## config.mk

```make
export PLATFORM = sky130hd
export DESIGN_NAME = stats_rmw_arbiter
export DESIGN_NICKNAME = d
export VERILOG_FILES = /design/src/rtl/stats_rmw_arbiter.sv
export SDC_FILE = /design/constraint.sdc
export NUM_CORES = 1
export LEC_CHECK = 0
export ABC_AREA = 1
export CAP_MARGIN = 10
export CORE_MARGIN = 5
export CORE_UTILIZATION = 48
export DETAILED_ROUTE_END_ITERATION = 8
export HOLD_SLACK_MARGIN = 0.08
export PLACE_DENSITY = 0.72
export SYNTH_ARGS = -nofsm -noshare
export SYNTH_HDL_FRONTEND = slang
export SYNTH_SLANG_ARGS = --single-unit
```

## constraint.sdc

```tcl
create_clock -name clk -period 5.9 [get_ports clk]
set_clock_uncertainty 0.15 [all_clocks]
set_input_delay 1.77 -clock clk [delete_from_list [all_inputs] [get_ports clk]]
set_output_delay 1.77 -clock clk [all_outputs]
set_load 0.05 [all_outputs]
```

## src/rtl/stats_rmw_arbiter.sv

```systemverilog
// Per-port statistics updater: buffers 12 event sources, arbitrates round-robin and
// increments table counters by read-modify-write. Optional macro: STATS_RMW_SATURATE_EN.
module stats_rmw_arbiter #(
  parameter int         PEND_W    = 3,
  parameter logic [6:0] STAT_BASE = 7'h10
) (
  input  logic        clk,
  input  logic        rst,
  input  logic [3:0]  evt_rx,
  input  logic [3:0]  evt_tx,
  input  logic [3:0]  evt_er,
  input  logic        host_req,
  input  logic [6:0]  host_addr,
  input  logic [15:0] host_din,
  output logic        host_ack,
  output logic [6:0]  tbl_addr,
  output logic        tbl_wr,
  output logic [15:0] tbl_din,
  output logic [6:0]  tbl_addr_r,
  input  logic [15:0] tbl_dout,
  output logic        busy,
  output logic [11:0] ovf
);

  typedef enum logic [1:0] {IDLE = 2'd0, HOST = 2'd1, RD = 2'd2, WR = 2'd3} state_t;

  localparam logic [PEND_W-1:0] PEND_MAX = {PEND_W{1'b1}};

  state_t             state, next_state;
  logic [PEND_W-1:0]  pend [12];
  logic [3:0]         rr_ptr, sel, next_sel;
  logic               found, grant;
  logic [11:0]        evt, grant_vec;

  function automatic logic [15:0] incr(input logic [15:0] v);
`ifdef STATS_RMW_SATURATE_EN
    return (v == 16'hFFFF) ? 16'hFFFF : v + 16'd1;
`else
    return v + 16'd1;
`endif
  endfunction

  // Source k = 3*port + type, type 0=RX 1=TX 2=ER
  always_comb begin
    evt = 12'd0;
    for (int p = 0; p < 4; p++) begin
      evt[3*p]   = evt_rx[p];
      evt[3*p+1] = evt_tx[p];
      evt[3*p+2] = evt_er[p];
    end
  end

  always_comb begin
    logic [4:0] idx;
    found    = 1'b0;
    next_sel = 4'd0;
    idx      = 5'd0;
    for (int i = 0; i < 12; i++) begin
      idx = {1'b0, rr_ptr} + 5'(i);
      if (idx >= 5'd12) idx = idx - 5'd12;
      if (!found && pend[idx[3:0]] != '0) begin
        found    = 1'b1;
        next_sel = idx[3:0];
      end
    end
  end

  always_comb begin
    next_state = state;
    grant      = 1'b0;
    case (state)
      IDLE: begin
        if (host_req) begin
          next_state = HOST;
        end else if (found) begin
          next_state = RD;
          grant      = 1'b1;
        end else begin
          next_state = IDLE;
        end
      end
      HOST:    next_state = IDLE;
      RD:      next_state = WR;
      WR:      next_state = IDLE;
      default: next_state = IDLE;
    endcase
    grant_vec = grant ? (12'd1 << next_sel) : 12'd0;
  end

  // Simultaneous event and grant cancel; an event at max is dropped and flagged
  always_ff @(posedge clk or posedge rst) begin
    if (rst) begin
      for (int k = 0; k < 12; k++) pend[k] <= '0;
      ovf <= 12'd0;
    end else begin
      for (int k = 0; k < 12; k++) begin
        case ({evt[k], grant_vec[k]})
          2'b10: begin
            if (pend[k] == PEND_MAX) ovf[k] <= 1'b1;
            else                     pend[k] <= pend[k] + 1'b1;
          end
          2'b01:   pend[k] <= pend[k] - 1'b1;
          default: pend[k] <= pend[k];
        endcase
      end
    end
  end

  always_ff @(posedge clk or posedge rst) begin
    if (rst) begin
      state      <= IDLE;
      busy       <= 1'b0;
      host_ack   <= 1'b0;
      tbl_wr     <= 1'b0;
      tbl_addr   <= 7'd0;
      tbl_din    <= 16'd0;
      tbl_addr_r <= 7'd0;
      sel        <= 4'd0;
      rr_ptr     <= 4'd0;
    end else begin
      state    <= next_state;
      busy     <= (next_state != IDLE);
      host_ack <= 1'b0;
      tbl_wr   <= 1'b0;
      if (grant) begin
        sel        <= next_sel;
        tbl_addr_r <= STAT_BASE + {3'd0, next_sel};
      end
      if (state == IDLE && next_state == HOST) begin
        tbl_wr   <= 1'b1;
        host_ack <= 1'b1;
        tbl_addr <= host_addr;
        tbl_din  <= host_din;
      end
      // Read data is captured straight into the write-data register for WR
      if (state == RD) begin
        tbl_wr   <= 1'b1;
        tbl_addr <= STAT_BASE + {3'd0, sel};
        tbl_din  <= incr(tbl_dout);
      end
      if (state == WR) rr_ptr <= (sel == 4'd11) ? 4'd0 : sel + 4'd1;
    end
  end

endmodule

```

# Word-level counts from Yosys, hierarchy flattened
# Index checks and enable logic that the tools add are counted.
# classes
addsub,51
order_cmp,24
eq_ne,53
shift,1
mux,110
bitwise,12
reduce_logical,75
# ops
op,n
$bmux W3 S4,12
$mux W3,36
$mux W4,25
$pmux W3 S2,12
$ge A5 B5 Y1 const B,12
$not A4 Y5,12
$ge A5 B4 Y1 const B,11
$reduce_and A2 Y1,24
$sub A4 B4 Y4 const B,12
$add A3 B1 Y3 const B,12
$eq A3 B3 Y1 const B,12
$reduce_bool A3 Y1,12
$sub A3 B1 Y3 const B,12
$mux W16,2
$eq A2 B1 Y1 const B,14
$eq A2 B2 Y1 const B,14
$reduce_bool A2 Y1,14
$ne A2 B2 Y1 const B,12
$add A4 B3 Y5 const B,4
$add A4 B4 Y5 const B,4
$mux W1,17
$add A16 B1 Y16 const B,1
$mux W7,2
$add A5 B4 Y6 const A,2
other kinds (13),36
# totals
reg_bits,91

# Logic depth before layout (Yosys ltp)
# depth
ltp_word,48
depth_mapped,36

# Worst setup path before layout
# No wires, ideal clock.
# synth_timing
kind,register to register
from,register rr_ptr[1]
to,register pend[1] (netlist bit)
setup_ns,0.122
arrival_time_ns,4.133
slack_ns,1.494
path_stages_with_launch,28
path_buffers,3
synth_period_minus_slack_ns,4.406
path_cell_list,dfrtp_1 buf_2 inv_1 buf_2 ha_1 xnor2_2 ha_1 nand2_1 o21ai_0 inv_1 nand2_1 nand2_1 nand2_1 nand3_1 nand3_2 nand4_4 nor2_8 nand3_2 or2_0 nand2_1 nand2_1 o21bai_4 buf_12 nand4_2 fa_1 inv_1 nand2_1 o21ai_1
# synth_between
elab_chain_len,48
# synth_rtl
item,line,rtl
start: declaration,31,"logic [3:0] rr_ptr, sel, next_sel;"
start signal: assignment,141,if (state == WR) rr_ptr <= (sel == 4'd11) ? 4'd0 : sel + 4'd1;
"parallel branches: the longest is 44 deep, another holds $add A4 B1 Y5",n/a,
$mux W12 *,87,grant_vec = grant ? (12'd1 << next_sel) : 12'd0;
$eq A2 B2 Y1 or $eq A2 B1 Y1 (tied branches),97,"case ({evt[k], grant_vec[k]})"
$ne A2 B2 Y1 (no line) or $reduce_bool A2 Y1 (tied branches),n/a,
$reduce_and A2 Y1 (no line),n/a,
end signal: indexed assignment,100,else pend[k] <= pend[k] + 1'b1;
end signal: indexed assignment,102,2'b01: pend[k] <= pend[k] - 1'b1;
end signal: indexed assignment,103,default: pend[k] <= pend[k];
end: declaration,30,logic [PEND_W-1:0] pend [12];
# Mark *: on every way between the ends. The select of a mux whose other input is x is not followed.
# A chain may end at the register's enable or synchronous reset.

# Worst setup path after layout
# layout_timing
from,register rr_ptr[1]
to,register pend[22] (netlist bit)
# Same word-level chain as after synthesis.

==> impl_metrics.json <==
{
  "cp_max_fo": 17,
  "syn-cell-area_mm2": 0.00733,
  "ctsHoldBuffers": 0,
  "max_freq_mhz": 188,
  "synth_edf_count": 0,
  "syn_inst": 1087,
  "setup_viol": 0,
  "wl_per_cell_um": 14.2,
  "setup_tns_ns": 0,
  "first_pass_iters": 5,
  "cts_max_level": 3,
  "async_flop_share": 1.00,
  "crit_required_ns": 6.02,
  "synth_top_area_frac": 0.290,
  "area_growth_pct": 19.0,
  "place_congestion": 0.963,
  "drc": 0,
  "finish.utilization": 0.578,
  "cp-end-kind": "register",
  "ctsResizeCount": 0,
  "vias": 7224,
  "ys.flop_type": "dfrtp_1",
  "grt_antenna_before_repair": 0,
  "hp-class": "register to register",
  "fin_crit_sh": 0.901,
  "cts_tree": "done",
  "ios": 99,
  "diodes": 0,
  "outcome": "finished, final reports clean",
  "cts_buffers": 9,
  "yosysUniqueCellTypes": 53,
  "insertion_delay_ns": 0.34,
  "timing.final.hold_violations": 0,
  "grt_use_total": 0.217,
  "vias_per_cell": 5.28,
  "min_path_cells": 1,
  "netlist_top_cells_area": "dfrtp_1 29%, nand2_1 18%, nand3_1 10%",
  "port_buffers": 96,
  "period_needed_ns": 5.31,
  "nets": 1270,
  "tightest_slew_ns": 1.03,
  "die_h_um": 134,
  "syn_area_per_cell_um2": 6.75,
  "grt_max_degree": 60,
  "ant_nets": 0,
  "crit_path_start_kind": "register",
  "fillerInstances": 1444,
  "slew_violations": 0,
  "cts_setup_buffers": 0,
  "ctsRootBufferMaster": "clkbuf_16",
  "yosys.area.top_type": "dfrtp_1",
  "grt_pass1_vias": 6678,
  "fin_area_mm2": 0.00872,
  "core-area_mm2": 0.0151,
  "first_iter_violations": 579,
  "drive_gt1_frac": 0.0720,
  "rows": 45,
  "place_hpwl_um": 15100,
  "path_class": "register to register",
  "ys_ff_latch": 85,
  "numClockSinks": 85,
  "cts.clk_slew.worst_paths_ns": 0.06,
  "die_w_um": 134,
  "dpl_cell_area_mm2": 0.00845,
  "max_slew_margin": 0.315,
  "cts_buffer_depth": 2,
  "die_area_mm2": 0.0178,
  "start_util": 0.486,
  "drt_wl_total_um": 19400,
  "grt_setup_unrepaired": "no",
  "yosys_warnings": 0,
  "drv_cap": 0,
  "arrival_ns": 5.43,
  "ys_seq_area_frac": 0.290,
  "worstRegToRegCells": 27,
  "grt_pass1_wl_um": 32000,
  "overflow": 0
}
-- metal layers --
| metal | up-vias | GRT usage | wire [um] |
|---|---|---|---|
| li1 | 3674 | - | - |
| met5 | - | 0 | 0 |
| met1 | 3319 | 0.305 | 9060 |
| met4 | 0 | 0.0571 | 316 |
| met3 | 24 | 0.0283 | 1040 |
| met2 | 207 | 0.355 | 9010 |
-- Yosys cell counts (all sizes together), types with 3 or more instances --
cell    count
a21oi      15
o211ai      7
dfrtp      85
nand4      21
buf        19
nand2     351
clkbuf      7
a22oi       3
ha         25
o31ai       4
nor3       17
or2         6
nand3     164
a31o       10
o21bai      4
inv       168
fa         12
o21ai      66
nand3b      4
nor2       72
xor2       11
-- through the flow --
stage | hold WS [ns] | setup slack [ns] | instances
floorplan | 0.291 | 1.49 | 1088
global placement | 0.299 | 0.768 | 1356
detailed placement | 0.303 | 0.688 | 1356
CTS | 0.315 | 0.650 | 1369
global route | 0.325 | 0.174 | 1369
finish | 0.313 | 0.586 | 1369
-- registers in the layout, summed over array words and instances (netlist names), 2 cells and up --
signal,flops
pend,36
tbl_din,16
ovf,12
tbl_addr,7
rr_ptr,4
sel,3
state,2
tbl_addr_r,2
-- logic make-up after synthesis --
family / share of synthesized area
mux: 0.00137
compound gates: 0.0976
flops: 0.290
fa+ha+maj: 0.0754
xor+xnor: 0.0166
other cells: 0.000511
buf+inv: 0.110
simple gates: 0.409
-- layout by cell type, fill, tap and decap left out, types with 4 or more instances in the layout --
cell | Yosys | final
nand3b_1 | 4 | 4
nand2_2 | 5 | 5
or2_2 | 4 | 4
nor2_2 | 3 | 4
inv_1 | 161 | 160
inv_2 | 5 | 5
xor2_1 | 11 | 11
o31ai_1 | 4 | 4
nand3_2 | 11 | 11
o21ai_1 | 34 | 34
a21oi_1 | 15 | 15
clkbuf_16 | 0 | 9
nand3_1 | 153 | 153
clkdlybuf4s50_1 | 0 | 96
nand4_1 | 12 | 12
nor3_1 | 16 | 16
a31o_2 | 10 | 10
o211ai_1 | 7 | 7
ha_1 | 25 | 25
nor2_1 | 62 | 61
dfrtp_1 | 85 | 85
nor2_4 | 4 | 4
nand2_1 | 346 | 346
nand4_4 | 8 | 8
o21ai_0 | 31 | 31
buf_4 | 5 | 10
fa_1 | 12 | 12
-- final cells by class --
| type | count | area, um^2 | share of cell area |
|---|---|---|---|
| Clock buffer | 9 | 225 | 0.0258 |
| Sequential cell | 85 | 2130 | 0.244 |
| Timing Repair Buffer | 106 | 1040 | 0.119 |
| Inverter | 169 | 641 | 0.0734 |
| Clock inverter | 4 | 51.3 | 0.00588 |
| Multi-Input combinational cell | 808 | 4410 | 0.505 |
| Tap cell | 188 | 235 | 0.0270 |
-- final timing paths --
kind                           start  slack [ns]     endpoint
max                        rr_ptr[1]        0.59     pend[22]
min                           ovf[7]        0.31       ovf[7]
max reg2reg                rr_ptr[1]        0.59     pend[22]
min reg2reg                   ovf[7]        0.31       ovf[7]
max in group asynchronous        rst        2.89    rr_ptr[0]
min in group asynchronous        rst        1.80  tbl_addr[5]
-- worst max-delay path, cell delays in order, from the launching register on --
cell and delay (ns):
dfrtp_1 0.34, buf_4 0.23, inv_1 0.09, buf_4 0.21, ha_1 0.48, ha_1 0.27
nand2_1 0.06, nand2_1 0.05, inv_1 0.08, nand2_1 0.10, o21ai_1 0.24, nor2_1 0.06
nand2_1 0.07, nand2_2 0.14, nor2_8 0.21, nand4_4 0.14, nor2_8 0.17, nand3_2 0.12
or2_0 0.22, nand2_1 0.08, nand2_1 0.09, o21bai_4 0.60, nor2_2 0.15, nand3b_1 0.22
fa_1 0.44, inv_1 0.06, nand2_1 0.05, o21ai_1 0.08
Power is not shown: default switching activity piles up to over one toggle a cycle in this logic, so the estimate is an artifact.
